===== config.mk =====
export PLATFORM = sky130hd
export DESIGN_NAME = oop_dac_rx
export DESIGN_NICKNAME = d
export VERILOG_FILES = /design/src/rtl/oop_dac_rx.sv
export SDC_FILE = /design/constraint.sdc
export NUM_CORES = 1
export LEC_CHECK = 0
export ABC_CLOCK_PERIOD_IN_PS = 2100
export CORE_MARGIN = 8
export CORE_UTILIZATION = 53
export DETAILED_ROUTE_END_ITERATION = 8
export PLACE_DENSITY = 0.78
export SYNTH_ARGS = -nofsm -noshare
export SYNTH_HDL_FRONTEND = slang
export SYNTH_SLANG_ARGS = --single-unit

===== constraint.sdc =====
create_clock -name clk48mhz -period 2.1 [get_ports clk48mhz]
set_input_delay 0.315 -clock clk48mhz [delete_from_list [all_inputs] [get_ports clk48mhz]]
set_output_delay 0.315 -clock clk48mhz [all_outputs]
set_load 0.03 [all_outputs]

===== src/rtl/oop_dac_rx.sv =====
// Receiver for the out-of-plane cathode DAC serial frame (SYNC_N / CLK / DATA, MSB first).
// Optional frame timeout is enabled by defining OOP_RX_TIMEOUT_EN.
module oop_dac_rx #(
   parameter int unsigned FRAME_BITS     = 24,
   parameter int unsigned DATA_BITS      = 16,
   parameter int unsigned TIMEOUT_CYCLES = 1024
) (
   input  logic                           clk48mhz,
   input  logic                           rstn,
   input  logic                           SER_CLK,
   input  logic                           SER_SYNC_N,
   input  logic                           SER_DATA,
   output logic [DATA_BITS-1:0]           RX_VALUE,
   output logic [FRAME_BITS-DATA_BITS-1:0] RX_CTRL,
   output logic                           RX_VALID,
   output logic                           RX_FRAME_ERR,
   output logic [15:0]                    RX_FRAME_CNT,
   output logic                           RX_BUSY
);

   localparam int unsigned CtrlBits = FRAME_BITS - DATA_BITS;
   localparam int unsigned CntW     = $clog2(FRAME_BITS + 2);
   localparam int unsigned TmoW     = $clog2(TIMEOUT_CYCLES + 1);

   typedef enum logic [1:0] {StWaitHigh, StIdle, StShift} state_e;

   // Bit 0 is the first synchronizer stage.
   logic [2:0] clk_sync_q, clk_sync_d;
   logic [2:0] sync_sync_q, sync_sync_d;
   logic [1:0] data_sync_q, data_sync_d;

   // Edge strobes are registered once more so the output pulse lands 3 cycles after sampling.
   logic clk_rise_q, clk_rise_d;
   logic sync_rise_q, sync_rise_d;
   logic sync_fall_q, sync_fall_d;
   logic sync_lvl_q, sync_lvl_d;
   logic data_q, data_d;

   state_e                state_q, state_d;
   logic [FRAME_BITS-1:0] shift_q, shift_d;
   logic [CntW-1:0]       bit_cnt_q, bit_cnt_d;
   logic [TmoW-1:0]       tmo_q, tmo_d;
   logic [DATA_BITS-1:0]  value_q, value_d;
   logic [CtrlBits-1:0]   ctrl_q, ctrl_d;
   logic                  valid_q, valid_d;
   logic                  err_q, err_d;
   logic [15:0]           cnt_q, cnt_d;
   logic                  busy_q, busy_d;

   always_comb begin
      clk_sync_d  = {clk_sync_q[1:0], SER_CLK};
      sync_sync_d = {sync_sync_q[1:0], SER_SYNC_N};
      data_sync_d = {data_sync_q[0], SER_DATA};
      clk_rise_d  = clk_sync_q[1] & ~clk_sync_q[2];
      sync_rise_d = sync_sync_q[1] & ~sync_sync_q[2];
      sync_fall_d = ~sync_sync_q[1] & sync_sync_q[2];
      sync_lvl_d  = sync_sync_q[1];
      data_d      = data_sync_q[1];
   end

   always_comb begin
      state_d   = state_q;
      shift_d   = shift_q;
      bit_cnt_d = bit_cnt_q;
      tmo_d     = tmo_q;
      value_d   = value_q;
      ctrl_d    = ctrl_q;
      cnt_d     = cnt_q;
      valid_d   = 1'b0;
      err_d     = 1'b0;
      unique case (state_q)
         StWaitHigh: begin
            if (sync_lvl_q) state_d = StIdle;
         end
         StIdle: begin
            if (sync_fall_q) begin
               state_d   = StShift;
               bit_cnt_d = '0;
               shift_d   = '0;
               tmo_d     = '0;
            end
         end
         StShift: begin
            // A SYNC_N rise wins over a coincident clock edge: the frame closes on bits so far.
            if (sync_rise_q) begin
               state_d = StIdle;
               if (bit_cnt_q == CntW'(FRAME_BITS)) begin
                  value_d = shift_q[DATA_BITS-1:0];
                  ctrl_d  = shift_q[FRAME_BITS-1:DATA_BITS];
                  cnt_d   = cnt_q + 16'd1;
                  valid_d = 1'b1;
               end else begin
                  err_d = 1'b1;
               end
            end else if (clk_rise_q && !sync_lvl_q) begin
               shift_d = {shift_q[FRAME_BITS-2:0], data_q};
               tmo_d   = '0;
               if (bit_cnt_q != CntW'(FRAME_BITS + 1)) bit_cnt_d = bit_cnt_q + CntW'(1);
            end
`ifdef OOP_RX_TIMEOUT_EN
            else if (tmo_q == TmoW'(TIMEOUT_CYCLES - 1)) begin
               state_d = StWaitHigh;
               err_d   = 1'b1;
            end else begin
               tmo_d = tmo_q + TmoW'(1);
            end
`else
            else begin
               tmo_d = '0;
            end
`endif
         end
         default: state_d = StWaitHigh;
      endcase
      busy_d = (state_d == StShift);
   end

   always_ff @(posedge clk48mhz) begin
      if (!rstn) begin
         clk_sync_q  <= '0;
         sync_sync_q <= '0;
         data_sync_q <= '0;
         clk_rise_q  <= 1'b0;
         sync_rise_q <= 1'b0;
         sync_fall_q <= 1'b0;
         sync_lvl_q  <= 1'b0;
         data_q      <= 1'b0;
         state_q     <= StWaitHigh;
         shift_q     <= '0;
         bit_cnt_q   <= '0;
         tmo_q       <= '0;
         value_q     <= '0;
         ctrl_q      <= '0;
         valid_q     <= 1'b0;
         err_q       <= 1'b0;
         cnt_q       <= '0;
         busy_q      <= 1'b0;
      end else begin
         clk_sync_q  <= clk_sync_d;
         sync_sync_q <= sync_sync_d;
         data_sync_q <= data_sync_d;
         clk_rise_q  <= clk_rise_d;
         sync_rise_q <= sync_rise_d;
         sync_fall_q <= sync_fall_d;
         sync_lvl_q  <= sync_lvl_d;
         data_q      <= data_d;
         state_q     <= state_d;
         shift_q     <= shift_d;
         bit_cnt_q   <= bit_cnt_d;
         tmo_q       <= tmo_d;
         value_q     <= value_d;
         ctrl_q      <= ctrl_d;
         valid_q     <= valid_d;
         err_q       <= err_d;
         cnt_q       <= cnt_d;
         busy_q      <= busy_d;
      end
   end

   assign RX_VALUE     = value_q;
   assign RX_CTRL      = ctrl_q;
   assign RX_VALID     = valid_q;
   assign RX_FRAME_ERR = err_q;
   assign RX_FRAME_CNT = cnt_q;
   assign RX_BUSY      = busy_q;

endmodule

== Word-level counts from Yosys, hierarchy flattened ==
Index checks and enable logic that the tools add are counted.

* Register bits: 87
* Input bits: 5
* Word-level logic and storage cells: 57

* Add/sub/neg operators: 2
* Equal/unequal tests: 9
* Multiplexer cells: 15
* Bitwise gates (word level): 6
* Reductions and logical operators: 8

{| class="wikitable"
|+ Operators with widths
! cell !! number
|-
| 24-bit 2-to-1 mux || 3
|-
| 24-bit one-hot mux with 2 select lines || 1
|-
| 5-bit 2-to-1 mux || 4
|-
| 16-bit by 1-bit adder with 16-bit output, second input constant || 1
|-
| 5-bit one-hot mux with 2 select lines || 1
|-
| 2-bit != test, second input constant || 4
|-
| 2-bit 2-to-1 mux || 3
|-
| 2-bit one-hot mux with 3 select lines || 1
|-
| 3-bit AND reduction || 2
|-
| 5-bit by 1-bit adder with 5-bit output, second input constant || 1
|-
| 5-bit equality test, second input constant || 1
|-
| 5-bit != test, second input constant || 1
|-
| 5-bit AND reduction || 1
|-
| 2-bit equality test, second input constant || 2
|-
| 4-bit AND reduction || 1
|-
| 1-bit bitwise AND || 3
|-
| 1-bit inverter || 3
|-
| 2-bit by 1-bit equality test with 1-bit output, second input constant || 1
|-
| 2-bit logical NOT || 1
|-
| 1-bit 2-to-1 mux || 2
|-
| 2-bit nonzero test || 1
|-
| 1-bit logical AND || 1
|-
| 1-bit logical NOT || 1
|}

== Depth between registers and ports, before layout ==
* Word-level depth: 5
* Gate-level depth with buffers: 8
* Mapped depth without buffers: 6

== Worst setup path after synthesis ==
No wires, ideal clock.

* Path kind: register to register
* From: register cnt_q[3], in the netlist RX_FRAME_CNT[3]
* To: register cnt_q[10], in the netlist RX_FRAME_CNT[10]
* Data arrival time: 1.523 ns
* Data required time: 1.981 ns
* Path slack: 0.458 ns
* Stages on the path, launching flop included: 5
* Buffers on the path: 0
* Clock period less this slack: 1.642 ns
* Cells stage by stage: dfxtp_1 -> nand4_1 -> nor4_4 -> nand3_1 -> mux2i_1

* Word-level cells in the longest chain between the ends: 1

{| class="wikitable"
|+ RTL lines
! element !! line !! source
|-
| start: declaration || 47 || <nowiki>logic [15:0] cnt_q, cnt_d;</nowiki>
|-
| start signal: assignment || 155 || <nowiki>cnt_q <= cnt_d;</nowiki>
|-
| 16-bit by 1-bit adder with 16-bit output || 90 || <nowiki>cnt_d = cnt_q + 16'd1;</nowiki>
|}

No other way between the ends.
A chain may end at the register's enable or synchronous reset.

== Worst setup path after layout ==
* From: register cnt_q[8], in the netlist RX_FRAME_CNT[8]
* To: output RX_FRAME_CNT[8]

{| class="wikitable"
|+ RTL lines
! element !! line !! source
|-
| end: declaration || 17 || <nowiki>output logic [15:0] RX_FRAME_CNT,</nowiki>
|}

No word-level cell between the ends.

==> results.cfg <==
[routing]
via_per_inst = 5.26
highest_layer = met4
met3_wirelength_um = 347
firstDrtPassIters = 4
drtAntennaViolNets = 0
totalWireLength_mm = 6.56
met2_length_mm = 3.05
drt_iter0_drc = 151
met1_length_mm = 2.99
drc = 0
routed-via-count = 2642
drt-wirelength-per-cell_um = 13.1

[clock_network]
cts.reportedPaths.clkPinSlew_ns = 0.08
cts_sinks = 86
postCtsHoldBufs = 0
cts_tree = done
cts.path.max_buffers = 2
cts_max_level = 3
cts_setup_buffers = 0
cts-root-buf = clkbuf_8
cts_resized = 0
numCtsBuffers = 9
worstSkewPairLatency_ns = 0.35

[global_route]
grt_overflow_total = 0
grt_pass1_wl_mm = 11.5
grt_usage_pct = 16.0
grt_pass1_vias = 2467
grt_start_max_net_pins = 27
antenna_found_initial = 0

[layout]
num-fill-cells = 502
layout-drive-gt1-share_pct = 8.43
stdcell_area_um2 = 4020
n_antenna_cell = 0
finalNetCount = 431
utilization_pct = 67.9
syn_to_final_growth_pct = 24.1

[timing]
period_share_pct = 87.9
worst_hold_slack_ns = 0.396
fin_skew_ns = 0.00688
setup_viol = 0
finalHoldViolCount = 0
fin_ws_ns = 0.254
slew_headroom_pct = 64.3
report.final.slew_viol_count = 0
setup-tns-final_ns = 0
rsz0062_at_grt = no
max_freq_ghz = 0.542
fin_crit_ns = 1.85
worst_pin_slew_ns = 0.534

[worst_setup_path]
required_ns = 1.78
slowest_delay_ns = 0.73
crit_buf_inv = 1
path_max_fanout = 7
cp_top_family = buffers and inverters
worstSetupPathType = reg -> out
crit_slowest_cell = clkdlybuf4s50_1
worst_ep_arrival_time_ns = 1.53
cp-start-kind = flip-flop
end_kind = primary output
crit_chain = clkdlybuf4s50_1

[placement]
place_area_um2 = 3800
gp_congestion = 0.773
dp_hpwl_mm = 4.53
dp_slack_ns = 0.324
io_buffer_count = 47

[die]
rows = 28
die_w_um = 94.2
core_um2 = 5920
initial_utilization_pct = 54.7
fp.dieH_um = 94.2
fp.dieArea_um2 = 8870
boundaryPins = 48

[logic_synthesis]
synth_warnings = 0
syn_area_per_cell_um2 = 8.64
synth.distinct_cells = 38
synth_fp_nets = 384
synth_cells = 375
yosysSeqAreaShare_pct = 53.1
syn_area_um2 = 3240
synth-seq-cells = 86

[power_and_ir_drop]
p_leak_nw = 1.40
power.density_nw_per_um2 = 741
irDropWorstVdd_uv = 434

[status]
status = complete, no violations

[flow_run]
cap_violations = 0

[worst_hold_path]
hp-class = reg -> reg
==> registers in the layout, summed over array words and instances (netlist names) <==
name          flops
data_sync_q       2
RX_BUSY           1
sync_fall_q       1
sync_rise_q       1
shift_q          24
RX_VALID          1
RX_FRAME_CNT     16
RX_CTRL           8
sync_sync_q       3
RX_FRAME_ERR      1
data_q            1
clk_rise_q        1
RX_VALUE         16
state_q           2
clk_sync_q        3
bit_cnt_q         5
==> kinds of logic (layout without fill, tap and decap cells) <==
| kind of cell | Yosys count | in the layout | synth area share [%] |
|---|---|---|---|
| and+or+nand+nor | 177 | 177 | 26.0 |
| xor gates and xnor gates | 8 | 8 | 2.16 |
| AOI/OAI and AO/OA | 65 | 65 | 10.9 |
| adders and majority gates | 4 | 4 | 1.55 |
| buffers and inverters | 28 | 80 | 4.02 |
| DFF | 86 | 86 | 53.1 |
| muxes | 7 | 7 | 2.16 |
==> synthesized netlist by cell type, drive strengths merged <==
cell type   n  area share (%)
a211oi      1            0.23
a21bo       3            0.93
a21oi      55             8.5
a31o        1            0.27
a31oi       2            0.39
a41o        1            0.31
and2       10             1.9
and3        2            0.39
and3b       1            0.27
and4        1            0.27
buf        13             2.3
clkbuf      9             1.0
clkinv      1            0.12
dfxtp      86              53
ha          4             1.5
inv         5            0.58
mux2i       7             2.2
nand2      98              11
nand2b      5            0.97
nand3      19             2.9
nand3b      4            0.93
nand4       3            0.58
nand4b      1            0.27
nor2       17             2.0
nor2b       2            0.39
nor3        4            0.62
nor3b       2            0.62
nor4        5             1.9
o21ai       2            0.31
or2         1            0.19
or3         2            0.39
xnor2       8             2.2
==> area by class of cell <==
class	instances	area, um2	share of cell area (%)
clock buffers	11	141	3.52
clock inverters	5	81.3	2.02
inverters	6	22.5	0.560
multi-input cells	261	1390	34.7
flip-flops and latches	86	1720	42.8
well taps	75	93.8	2.33
repair buffers	58	566	14.1
==> metal layers <==
metal  global-route usage [%]  vias to the layer above
li1                         -                     1342
met1                     19.8                     1232
met2                     25.1                       55
met3                     3.52                       13
met4                     9.11                        0
met5                        0                        -
==> report_power, final <==
group	switching, mW	internal [mW]	total [mW]	leakage, nW
sequential	0.00382	1.64	1.64	0.694
clock	0.575	0.705	1.28	0.110
combinational	0.0328	0.0222	0.0551	0.597
==> path summary, 6_finish.rpt <==
| kind | start | to | slack [ns] | cells after the start |
|---|---|---|---|---|
| setup / recovery | RX_FRAME_CNT[8] | RX_FRAME_CNT[8] | 0.25 | 1 |
| hold / removal | clk_sync_q[2] | clk_rise_q | 0.40 | 1 |
| setup reg to reg | bit_cnt_q[0] | RX_FRAME_CNT[1] | 0.30 | 7 |
| hold reg to reg | clk_sync_q[2] | clk_rise_q | 0.40 | 1 |
==> metrics by stage <==
step	power [mW]	instances
floorplan	1.71	375
global placement	1.73	486
detailed placement	1.74	486
CTS	3.00	502
global route	3.08	502
finish	2.98	502
==> placed cells by master (no fill, tap or decap), types with 3 or more instances in the layout <==
cell	n
and2_1	10
a21oi_1	55
clkdlybuf4s50_1	47
nor4_1	3
mux2i_1	7
dfxtp_1	86
buf_4	10
nand4_1	3
nand2_1	98
nor2_1	16
nor3_1	4
nand2b_1	5
ha_1	4
xnor2_1	8
nand3b_1	4
nand3_1	19
inv_1	5
a21bo_2	3
clkbuf_8	10
Power figures use the tool's default switching activity.
